`config.mk`:
```
export PLATFORM = sky130hd
export DESIGN_NAME = usb_rx_bit_ctrl
export DESIGN_NICKNAME = d
export VERILOG_FILES = /design/src/rtl/usb_rx_pkg.sv /design/src/rtl/usb_rx_bit_timer.sv /design/src/rtl/usb_rx_bit_ctrl.sv
export SDC_FILE = /design/constraint.sdc
export NUM_CORES = 1
export LEC_CHECK = 0
export ABC_AREA = 1
export CAP_MARGIN = 20
export CORE_MARGIN = 8
export CORE_UTILIZATION = 58
export CTS_BUF_LIST = sky130_fd_sc_hd__clkbuf_4 sky130_fd_sc_hd__clkbuf_8
export CTS_CLUSTER_DIAMETER = 200
export CTS_CLUSTER_SIZE = 30
export DETAILED_ROUTE_END_ITERATION = 6
export PLACE_DENSITY = 0.85
export SLEW_MARGIN = 20
export SYNTH_ARGS = -nofsm -noshare
export SYNTH_HDL_FRONTEND = slang
export SYNTH_SLANG_ARGS = --single-unit
export TNS_END_PERCENT = 100
```
`constraint.sdc`:
```
create_clock -name clk_i -period 3 [get_ports clk_i]
set_clock_uncertainty 0.1 [all_clocks]
set_input_delay 0.6 -clock clk_i [delete_from_list [all_inputs] [get_ports clk_i]]
set_output_delay 0.6 -clock clk_i [all_outputs]
set_load 0.01 [all_outputs]
```
`src/rtl/usb_rx_pkg.sv`:
```
// Shared types and constants for the USB full-speed receive bit controller.
package usb_rx_pkg;

  typedef enum logic [2:0] {
    IDLE,
    SYNC,
    DATA,
    EOP,
    ERR
  } rx_state_e;

  localparam logic [7:0]  SYNC_PATTERN   = 8'h80;
  localparam logic [15:0] CRC16_POLY     = 16'h8005;
  localparam logic [15:0] CRC16_INIT     = 16'hFFFF;
  localparam logic [15:0] CRC16_RESIDUAL = 16'h800D;

  // One serial CRC16 step; crc[15] is the x^15 term, data enters LSB-first.
  function automatic logic [15:0] crc16_step(input logic [15:0] crc, input logic din);
    logic fb;
    fb = crc[15] ^ din;
    return {crc[14:0], 1'b0} ^ (fb ? CRC16_POLY : 16'h0000);
  endfunction

endpackage

```
`src/rtl/usb_rx_bit_timer.sv`:
```
// Bit-timing recovery: line edge detector and phase counter producing the bit-centre strobe.
module usb_rx_bit_timer #(
  parameter int unsigned OVERSAMPLE = 8
) (
  input  logic clk_i,
  input  logic rst_i,
  input  logic d_line_i,
  input  logic en_i,
  output logic line_edge_c_o,
  output logic bit_strobe_o
);

  localparam int unsigned       PHASE_W   = $clog2(OVERSAMPLE);
  localparam logic [PHASE_W-1:0] PHASE_MAX = PHASE_W'(OVERSAMPLE - 1);
  localparam logic [PHASE_W-1:0] PHASE_MID = PHASE_W'(OVERSAMPLE / 2 - 1);

  logic               d_line_q;
  logic [PHASE_W-1:0] phase_q, phase_d;
  logic               strobe_q;

  assign line_edge_c_o = d_line_i ^ d_line_q;
  assign bit_strobe_o  = strobe_q;

  // Any line transition re-centres the bit; otherwise free-run one bit time per wrap.
  always_comb begin
    phase_d = phase_q + PHASE_W'(1);
    if (line_edge_c_o) begin
      phase_d = '0;
    end else if (phase_q == PHASE_MAX) begin
      phase_d = '0;
    end
  end

  // Idle line is J (D+ high), so the edge detector resets to 1 to avoid a false start.
  always_ff @(posedge clk_i) begin
    if (rst_i) begin
      d_line_q <= 1'b1;
      phase_q  <= '0;
      strobe_q <= 1'b0;
    end else begin
      d_line_q <= d_line_i;
      phase_q  <= phase_d;
      strobe_q <= en_i && (phase_d == PHASE_MID);
    end
  end

endmodule

```
`src/rtl/usb_rx_bit_ctrl.sv`:
```
// USB full-speed receive bit controller: SYNC hunt, bit unstuffing, byte assembly, EOP/error detect.
// Defining USB_RX_CRC16_EN adds a CRC16 residual check on crc_ok_o; otherwise crc_ok_o is tied high.
module usb_rx_bit_ctrl #(
  parameter int unsigned OVERSAMPLE   = 8,
  parameter int unsigned SYNC_TIMEOUT = 16,
  parameter int unsigned STUFF_LIMIT  = 6
) (
  input  logic       clk_i,
  input  logic       rst_i,
  input  logic       d_line_i,
  input  logic       se0_i,
  input  logic       dec_bit_i,
  output logic       bit_strobe_o,
  output logic       rx_active_o,
  output logic [7:0] rx_data_o,
  output logic       rx_valid_o,
  output logic       eop_o,
  output logic       rx_err_o,
  output logic       crc_ok_o
);

  import usb_rx_pkg::*;

  localparam int unsigned BYTE_W = 8;
  localparam int unsigned CNT_W  = 3;
  localparam int unsigned ONES_W = $clog2(STUFF_LIMIT + 1);
  localparam int unsigned SYNC_W = (SYNC_TIMEOUT > 1) ? $clog2(SYNC_TIMEOUT) : 1;

  localparam logic [ONES_W-1:0] ONES_MAX  = ONES_W'(STUFF_LIMIT);
  localparam logic [SYNC_W-1:0] SYNC_LAST = SYNC_W'(SYNC_TIMEOUT - 1);

  rx_state_e           state_q, state_d;
  logic [BYTE_W-1:0]   win_q, win_d;
  logic [SYNC_W-1:0]   sync_cnt_q, sync_cnt_d;
  logic [ONES_W-1:0]   ones_q, ones_d;
  logic [BYTE_W-1:0]   shift_q, shift_d;
  logic [CNT_W-1:0]    bit_cnt_q, bit_cnt_d;
  logic [BYTE_W-1:0]   rx_data_q, rx_data_d;
  logic                rx_valid_q, rx_valid_d;
  logic                eop_q, eop_d;
  logic                rx_err_q, rx_err_d;
  logic                rx_active_q, rx_active_d;
  logic                se0_seen_q, se0_seen_d;
  logic                strobe;
  logic                line_edge_c;

  usb_rx_bit_timer #(
    .OVERSAMPLE (OVERSAMPLE)
  ) u_bit_timer (
    .clk_i         (clk_i),
    .rst_i         (rst_i),
    .d_line_i      (d_line_i),
    .en_i          (state_d != IDLE),
    .line_edge_c_o (line_edge_c),
    .bit_strobe_o  (strobe)
  );

  assign bit_strobe_o = strobe;
  assign rx_active_o  = rx_active_q;
  assign rx_data_o    = rx_data_q;
  assign rx_valid_o   = rx_valid_q;
  assign eop_o        = eop_q;
  assign rx_err_o     = rx_err_q;

  always_comb begin
    state_d     = state_q;
    win_d       = win_q;
    sync_cnt_d  = sync_cnt_q;
    ones_d      = ones_q;
    shift_d     = shift_q;
    bit_cnt_d   = bit_cnt_q;
    rx_data_d   = rx_data_q;
    rx_valid_d  = 1'b0;
    eop_d       = 1'b0;
    rx_err_d    = 1'b0;
    rx_active_d = rx_active_q;
    se0_seen_d  = se0_seen_q;

    unique case (state_q)
      IDLE: begin
        win_d      = '0;
        sync_cnt_d = '0;
        bit_cnt_d  = '0;
        ones_d     = '0;
        se0_seen_d = 1'b0;
        if (line_edge_c && !se0_i) begin
          state_d = SYNC;
        end
      end

      SYNC: begin
        if (strobe) begin
          win_d      = {dec_bit_i, win_q[BYTE_W-1:1]};
          sync_cnt_d = sync_cnt_q + SYNC_W'(1);
          if (se0_i) begin
            state_d = IDLE;
          end else if (win_d == SYNC_PATTERN) begin
            // The trailing SYNC 1 counts toward the first stuffing run.
            state_d     = DATA;
            rx_active_d = 1'b1;
            ones_d      = ONES_W'(1);
            bit_cnt_d   = '0;
          end else if (sync_cnt_q == SYNC_LAST) begin
            state_d = IDLE;
          end
        end
      end

      DATA: begin
        if (strobe) begin
          if (se0_i) begin
            state_d = EOP;
          end else if (ones_q == ONES_MAX) begin
            if (dec_bit_i) begin
              state_d  = ERR;
              rx_err_d = 1'b1;
            end else begin
              ones_d = '0;
            end
          end else begin
            ones_d    = dec_bit_i ? (ones_q + ONES_W'(1)) : '0;
            shift_d   = {dec_bit_i, shift_q[BYTE_W-1:1]};
            bit_cnt_d = bit_cnt_q + CNT_W'(1);
            if (bit_cnt_q == CNT_W'(7)) begin
              rx_data_d  = shift_d;
              rx_valid_d = 1'b1;
            end
          end
        end
      end

      EOP: begin
        if (strobe && !se0_i) begin
          eop_d       = 1'b1;
          rx_err_d    = (bit_cnt_q != '0);
          rx_active_d = 1'b0;
          state_d     = IDLE;
        end
      end

      ERR: begin
        // Hold rx_active until the sender's SE0 has come and gone.
        if (strobe) begin
          if (se0_i) begin
            se0_seen_d = 1'b1;
          end else if (se0_seen_q) begin
            rx_active_d = 1'b0;
            state_d     = IDLE;
          end
        end
      end

      default: begin
        state_d = IDLE;
      end
    endcase
  end

  always_ff @(posedge clk_i) begin
    if (rst_i) begin
      state_q     <= IDLE;
      win_q       <= '0;
      sync_cnt_q  <= '0;
      ones_q      <= '0;
      shift_q     <= '0;
      bit_cnt_q   <= '0;
      rx_data_q   <= '0;
      rx_valid_q  <= 1'b0;
      eop_q       <= 1'b0;
      rx_err_q    <= 1'b0;
      rx_active_q <= 1'b0;
      se0_seen_q  <= 1'b0;
    end else begin
      state_q     <= state_d;
      win_q       <= win_d;
      sync_cnt_q  <= sync_cnt_d;
      ones_q      <= ones_d;
      shift_q     <= shift_d;
      bit_cnt_q   <= bit_cnt_d;
      rx_data_q   <= rx_data_d;
      rx_valid_q  <= rx_valid_d;
      eop_q       <= eop_d;
      rx_err_q    <= rx_err_d;
      rx_active_q <= rx_active_d;
      se0_seen_q  <= se0_seen_d;
    end
  end

`ifdef USB_RX_CRC16_EN
  logic [15:0] crc_q, crc_d;
  logic        crc_ok_q, crc_ok_d;
  logic        sync_match_c;
  logic        data_bit_c;

  assign sync_match_c = (state_q == SYNC) && strobe && !se0_i &&
                        ({dec_bit_i, win_q[BYTE_W-1:1]} == SYNC_PATTERN);
  assign data_bit_c   = (state_q == DATA) && strobe && !se0_i && (ones_q != ONES_MAX);
  assign crc_ok_o     = crc_ok_q;

  // CRC covers every non-stuffed data bit; the verdict is latched at packet end.
  always_comb begin
    crc_d    = crc_q;
    crc_ok_d = crc_ok_q;
    if (sync_match_c) begin
      crc_d    = CRC16_INIT;
      crc_ok_d = 1'b0;
    end else if (data_bit_c) begin
      crc_d = crc16_step(crc_q, dec_bit_i);
    end
    if (eop_d) begin
      crc_ok_d = (crc_q == CRC16_RESIDUAL);
    end
  end

  always_ff @(posedge clk_i) begin
    if (rst_i) begin
      crc_q    <= CRC16_INIT;
      crc_ok_q <= 1'b0;
    end else begin
      crc_q    <= crc_d;
      crc_ok_q <= crc_ok_d;
    end
  end
`else
  assign crc_ok_o = 1'b1;
`endif

endmodule

```
# [Yosys cells after proc, flatten, opt, wreduce, memory -nomap -nowiden]
# Cells that the tools add are included.
[word_totals] out_inout_bits=14 inputBits=5 elab_cells=122 ff_bits=47
[op_classes] bitwise=6 n_reduce_logical=20 add_sub_neg=4 n_mux=55 n_eq_ne=22
[op_table] operator="3-bit 2-to-1 mux" n=29
[op_table] operator="3-bit one-hot mux with 3 select lines" n=2
[op_table] operator="1-bit 2-to-1 mux" n=16
[op_table] operator="2-bit inequality test, second input constant" n=8
[op_table] operator="8-bit one-hot mux with 2 select lines" n=1
[op_table] operator="3-bit one-hot mux with 5 select lines" n=1
[op_table] operator="7-bit AND reduction" n=2
[op_table] operator="3-bit == test, second input constant" n=4
[op_table] operator="3-bit nonzero test" n=4
[op_table] operator="3-bit by 1-bit adder with 3-bit output, second input constant" n=3
[op_table] operator="3-bit by 2-bit == test with 1-bit output, second input constant" n=3
[op_table] operator="8-bit == test, second input constant" n=1
[op_table] operator="8-bit 2-to-1 mux" n=1
[op_table] operator="4-bit one-hot mux with 2 select lines" n=1
[op_table] operator="8-bit AND reduction" n=1
[op_table] operator="2-bit by 1-bit inequality test with 1-bit output, second input constant" n=3
[op_table] operator="1-bit inverter" n=5
[op_table] operator="5-bit AND reduction" n=1
[op_table] operator="5-bit OR reduction" n=1
[op_table] operator="4-bit by 1-bit adder with 4-bit output, second input constant" n=1
[op_table] operator="4-bit == test, second input constant" n=1
[op_table] operator="4-bit 2-to-1 mux" n=1
[op_table] operator="1-bit one-hot mux with 2 select lines" n=2
[op_table] operator="4-bit AND reduction" n=1
[op_table] operator="11 further kinds" n=14

# [Depth between registers and ports, before layout]
[logic_depth] word_depth=8 ltp_mapped=11 ltp_nobuf=11

# [Cells and area by module]
# From an unflattened synthesis, not the netlist that was laid out.
[unflattened] hier_cells=299 area_unflattened_um2=2198.4
[by_module_without_submodules] module="usb_rx_bit_ctrl" cells_each=273 n_inst=1 seq_area_each_um2=800.8 area_per_inst_um2=2000.7
[by_module_without_submodules] module="usb_rx_bit_timer" cells_each=26 n_inst=1 seq_area_each_um2=100.1 area_per_inst_um2=197.7

# [Least setup slack after synthesis]
# Ideal clock, no wire load.
[synth_timing] path_type="register to register" startpoint="register u_bit_timer.strobe_q (netlist: u_bit_timer.bit_strobe_o)" endpoint="register rx_data_q[0] (netlist: rx_data_o[0])" path_buffers=0 t_required_ns=2.767 slack_ns=1.439 setup_ns=0.133 path_stages_with_launch=8 synth_period_minus_slack_ns=1.561 t_arrival_ns=1.328 cell_sequence="dfxtp_1 > inv_4 > nor2_8 > inv_4 > nor3_4 > nand2_1 > nand2_1 > a21oi_1"
[synth_via] elab_chain_cells=1
[synth_lines] item="start, declared" line="usb_rx_bit_timer.sv:19" source="logic strobe_q;"
[synth_lines] item="start signal, assigned" line="usb_rx_bit_timer.sv:43" source="strobe_q <= en_i && (phase_d == PHASE_MID);"
[synth_lines] item="5-bit AND reduction (no source line)"
[synth_lines] item="end signal, assigned" line="usb_rx_bit_ctrl.sv:180" source="rx_data_q <= rx_data_d;"
[synth_lines] item="end, declared" line="usb_rx_bit_ctrl.sv:38" source="logic [BYTE_W-1:0] rx_data_q, rx_data_d;"
# Every way passes these cells.
# A chain may end at the register's enable or synchronous reset.

# [Final worst setup path]
[layout_timing] startpoint="register u_bit_timer.strobe_q (netlist: u_bit_timer.bit_strobe_o)" endpoint="output bit_strobe_o"
[layout_lines] item="end, declared" line="usb_rx_bit_ctrl.sv:13" source="output logic bit_strobe_o,"
# No word-level cell between the ends.

==> flow_metrics.py <==
metrics = {
    "timing": {
        "rsz0062_at_grt": "false",
        "min_period_over_period_pct": 75.6,
        "min_period_ps": 2270,
        "slew-limit-headroom_pct": 60.5,
        "fin_hold_ws_ps": 376,
        "finalWorstSetupSlack_ps": 731,
        "tightest_slew_ps": 592,
        "fin_setup_tns_ps": 0,
        "finalHoldViolations": 0,
        "fmaxAchievable_mhz": 441,
        "slew_violations": 0,
        "finalSetupViolations": 0,
    },
    "pwr": {
        "swShare_pct": 27.0,
        "p_leak_uw": 0.00105,
        "power_switching_uw": 319,
        "power.clock.fraction_pct": 32.8,
        "intPower_uw": 862,
        "power_density_nw_per_um2": 502,
        "seqPwrFrac_pct": 54.1,
        "ir_worst_vdd_v": 0.000336,
        "comb_power_share_pct": 13.2,
        "power_uw": 1180,
    },
    "critical_path": {
        "path_buf_inv": 1,
        "critPathMaxFanout": 8,
        "path_cells": "clkdlybuf4s50_1",
        "end_kind": "output pin",
        "start_kind": "flop",
        "required_ps": 2300,
        "cp_slowest_cell": "clkdlybuf4s50_1",
        "slowest_delay_ps": 620,
        "crit_family": "buffers and inverters",
        "path_class": "flop to output pin",
        "arrival_ps": 1570,
    },
    "place": {
        "gp_congestion": 0.908,
        "placed_cells": 342,
        "hpwl_um": 2940,
        "place_ws_ps": 440,
        "io_buffers": 17,
    },
    "global_route": {
        "track_usage_pct": 15.2,
        "overflow": 0,
        "grt_max_degree": 23,
        "grt_pass1_vias": 1701,
        "antenna_found_initial": 0,
        "grt_pass1_wl_um": 7550,
    },
    "synth": {
        "synth_edf_count": 0,
        "syn-mean-instance-area_um2": 7.30,
        "async_reset_ff_share_pct": 0,
        "synth-simple-area-share_pct": 28.7,
        "synth_compound_area_share_pct": 14.1,
        "synth_xor_xnor_area_share_pct": 0.420,
        "synth_nets": 299,
        "synth_top_flop_cell": "dfxtp_1",
        "synth-seq-cells": 45,
        "ys_warn_count": 0,
        "synth.distinct_cells": 30,
        "synth_top_family_by_area": "simple AND/OR/NAND/NOR gates",
        "synth_top_area_cell": "dfxtp_1",
        "synth-seq-area-share_pct": 43.2,
        "syn_inst": 286,
        "yosys.cell_count.top_type": "nand2_1",
        "synthTopCellsByCount": "60 x nand2_1, 50 x nor2_1, 45 x dfxtp_1, 27 x inv_1, 22 x a21oi_1",
        "ys_top_cells_by_area": "dfxtp_1 43%, nand2_1 11%, nor2_1 9.0%",
        "synth_fa_ha_area_share_pct": 4.80,
        "synth_mux_area_share_pct": 0,
        "synth_top_area_share_pct": 43.2,
        "synth_area_um2": 2090,
    },
    "cells_and_area": {
        "nFillCells": 276,
        "diodes": 0,
        "final_cells": 350,
        "drive_gt1_share_pct": 6.25,
        "fin_nets": 316,
        "syn_to_final_growth_pct": 12.9,
    },
    "run": {
        "maxCapViolations": 0,
    },
    "cts": {
        "numCtsBuffers": 5,
        "clockBufferDepth": 2,
        "cts_setup_buffers": 0,
        "cts.sinks": 45,
        "clk_latency_ps": 370,
        "cts.reportedPaths.clkPinSlew_ps": 130,
        "cts_root_buf": "clkbuf_4",
        "cts_tree": "yes",
        "cts_resized": 0,
        "cts.hold.buffers_added": 0,
        "cts_htree_levels": 2,
    },
    "detailed_routing": {
        "vias": 1855,
        "drtAntennaViolNets": 0,
        "drc": 0,
        "wl_per_cell_um": 12.2,
        "drt_iter0_markers": 186,
        "vias_per_cell": 5.30,
        "drt_pass1_iterations": 5,
        "routed_wl_um": 4270,
    },
    "min_path": {
        "hold_path_class": "flop to flop",
    },
    "floorplanning": {
        "start_util_pct": 61.6,
        "io_pins": 19,
        "die_w_um": 76.0,
        "die_y_um": 76.0,
        "die_area_um2": 5770,
        "core_area_um2": 3390,
        "rows": 21,
    },
    "outcome": {
        "outcome": "complete, no violations",
    },
}
-- state kept, by name, summed over array words and instances (netlist names) --
name,count
rx_data_o,8
shift_q,7
win_q,7
sync_cnt_q,4
bit_cnt_q,3
ones_q,3
state_q,3
u_bit_timer.phase_q,3
eop_o,1
rx_active_o,1
rx_err_o,1
rx_valid_o,1
se0_seen_q,1
u_bit_timer.bit_strobe_o,1
u_bit_timer.d_line_q,1
-- stage by stage --
stage	util [%]	instance area [um^2]
6_report	69.5	2360
5_1_grt	69.5	2360
4_1_cts	69.5	2360
3_5_place_dp	67.0	2270
3_3_place_gp	67.0	2270
2_1_floorplan	-	2090
-- power by group through the flow --
stage	registers, uW	logic [uW]	clock network, uW
after floorplan	649	118	0
after global placement	651	150	0
after detailed placement	652	153	0
after CTS	639	155	394
after global routing	643	179	417
final	639	155	387
-- per-layer routing --
metal | vias to the layer above | track usage [%] | wire [um]
met3 | 9 | 3.89 | 233
li1 | 962 | - | -
met5 | - | 0 | 0
met4 | 0 | 6.08 | 74
met2 | 53 | 24.9 | 1960
met1 | 831 | 18.4 | 2000
-- final timing paths --
check	from	end	slack, ps	depth (start not counted)
setup / recovery	u_bit_timer.bit_strobe_o$_SDFF_PP0_	bit_strobe_o	730	1
hold / removal	win_q[1]$_SDFFE_PP0P_	win_q[1]$_SDFFE_PP0P_	380	2
setup reg to reg	ones_q[0]$_SDFFE_PP0P_	rx_data_o[3]$_SDFFE_PP0P_	1000	8
hold reg to reg	win_q[1]$_SDFFE_PP0P_	win_q[1]$_SDFFE_PP0P_	380	2
-- layout by cell type (no fill, tap or decap) --
| master | count |
|---|---|
| o21bai_1 | 1 |
| nor2_2 | 1 |
| a21oi_4 | 1 |
| bufinv_16 | 1 |
| xor2_1 | 1 |
| nand3_2 | 1 |
| nor2_8 | 1 |
| clkinv_4 | 1 |
| a21oi_1 | 22 |
| inv_1 | 27 |
| ha_1 | 8 |
| o211ai_1 | 1 |
| nor4_1 | 2 |
| a22oi_1 | 1 |
| nand3_1 | 20 |
| nor2_1 | 50 |
| nor3_1 | 3 |
| clkdlybuf4s50_1 | 17 |
| conb_1 | 1 |
| a211oi_1 | 7 |
| o21a_1 | 1 |
| clkbuf_4 | 6 |
| buf_4 | 2 |
| inv_4 | 2 |
| nand2_1 | 60 |
| nand4_1 | 1 |
| dfxtp_1 | 45 |
| inv_2 | 2 |
| a31oi_1 | 1 |
| o21ai_0 | 16 |
| nor3_4 | 1 |
-- area by class of cell --
cell class	instances	area (um^2)	area share [%]
multi-input combinational	201	1010	42.8
sequential	45	901	38.2
timing repair buffer	19	185	7.86
inverter	31	121	5.15
tap	46	57.6	2.44
clock buffer	6	45.0	1.91
clock inverter	2	38.8	1.65
-- cell families (layout without fill, tap and decap cells) --
kind of cell,after synthesis,in the layout
XOR/XNOR,1,1
other,1,1
AO/OA/AOI/OAI,51,51
flip-flops,45,45
buffers and inverters,40,58
AND/OR/NAND/NOR,140,140
adder cells (fa/ha/maj),8,8
(Power assumes the default switching activity.)
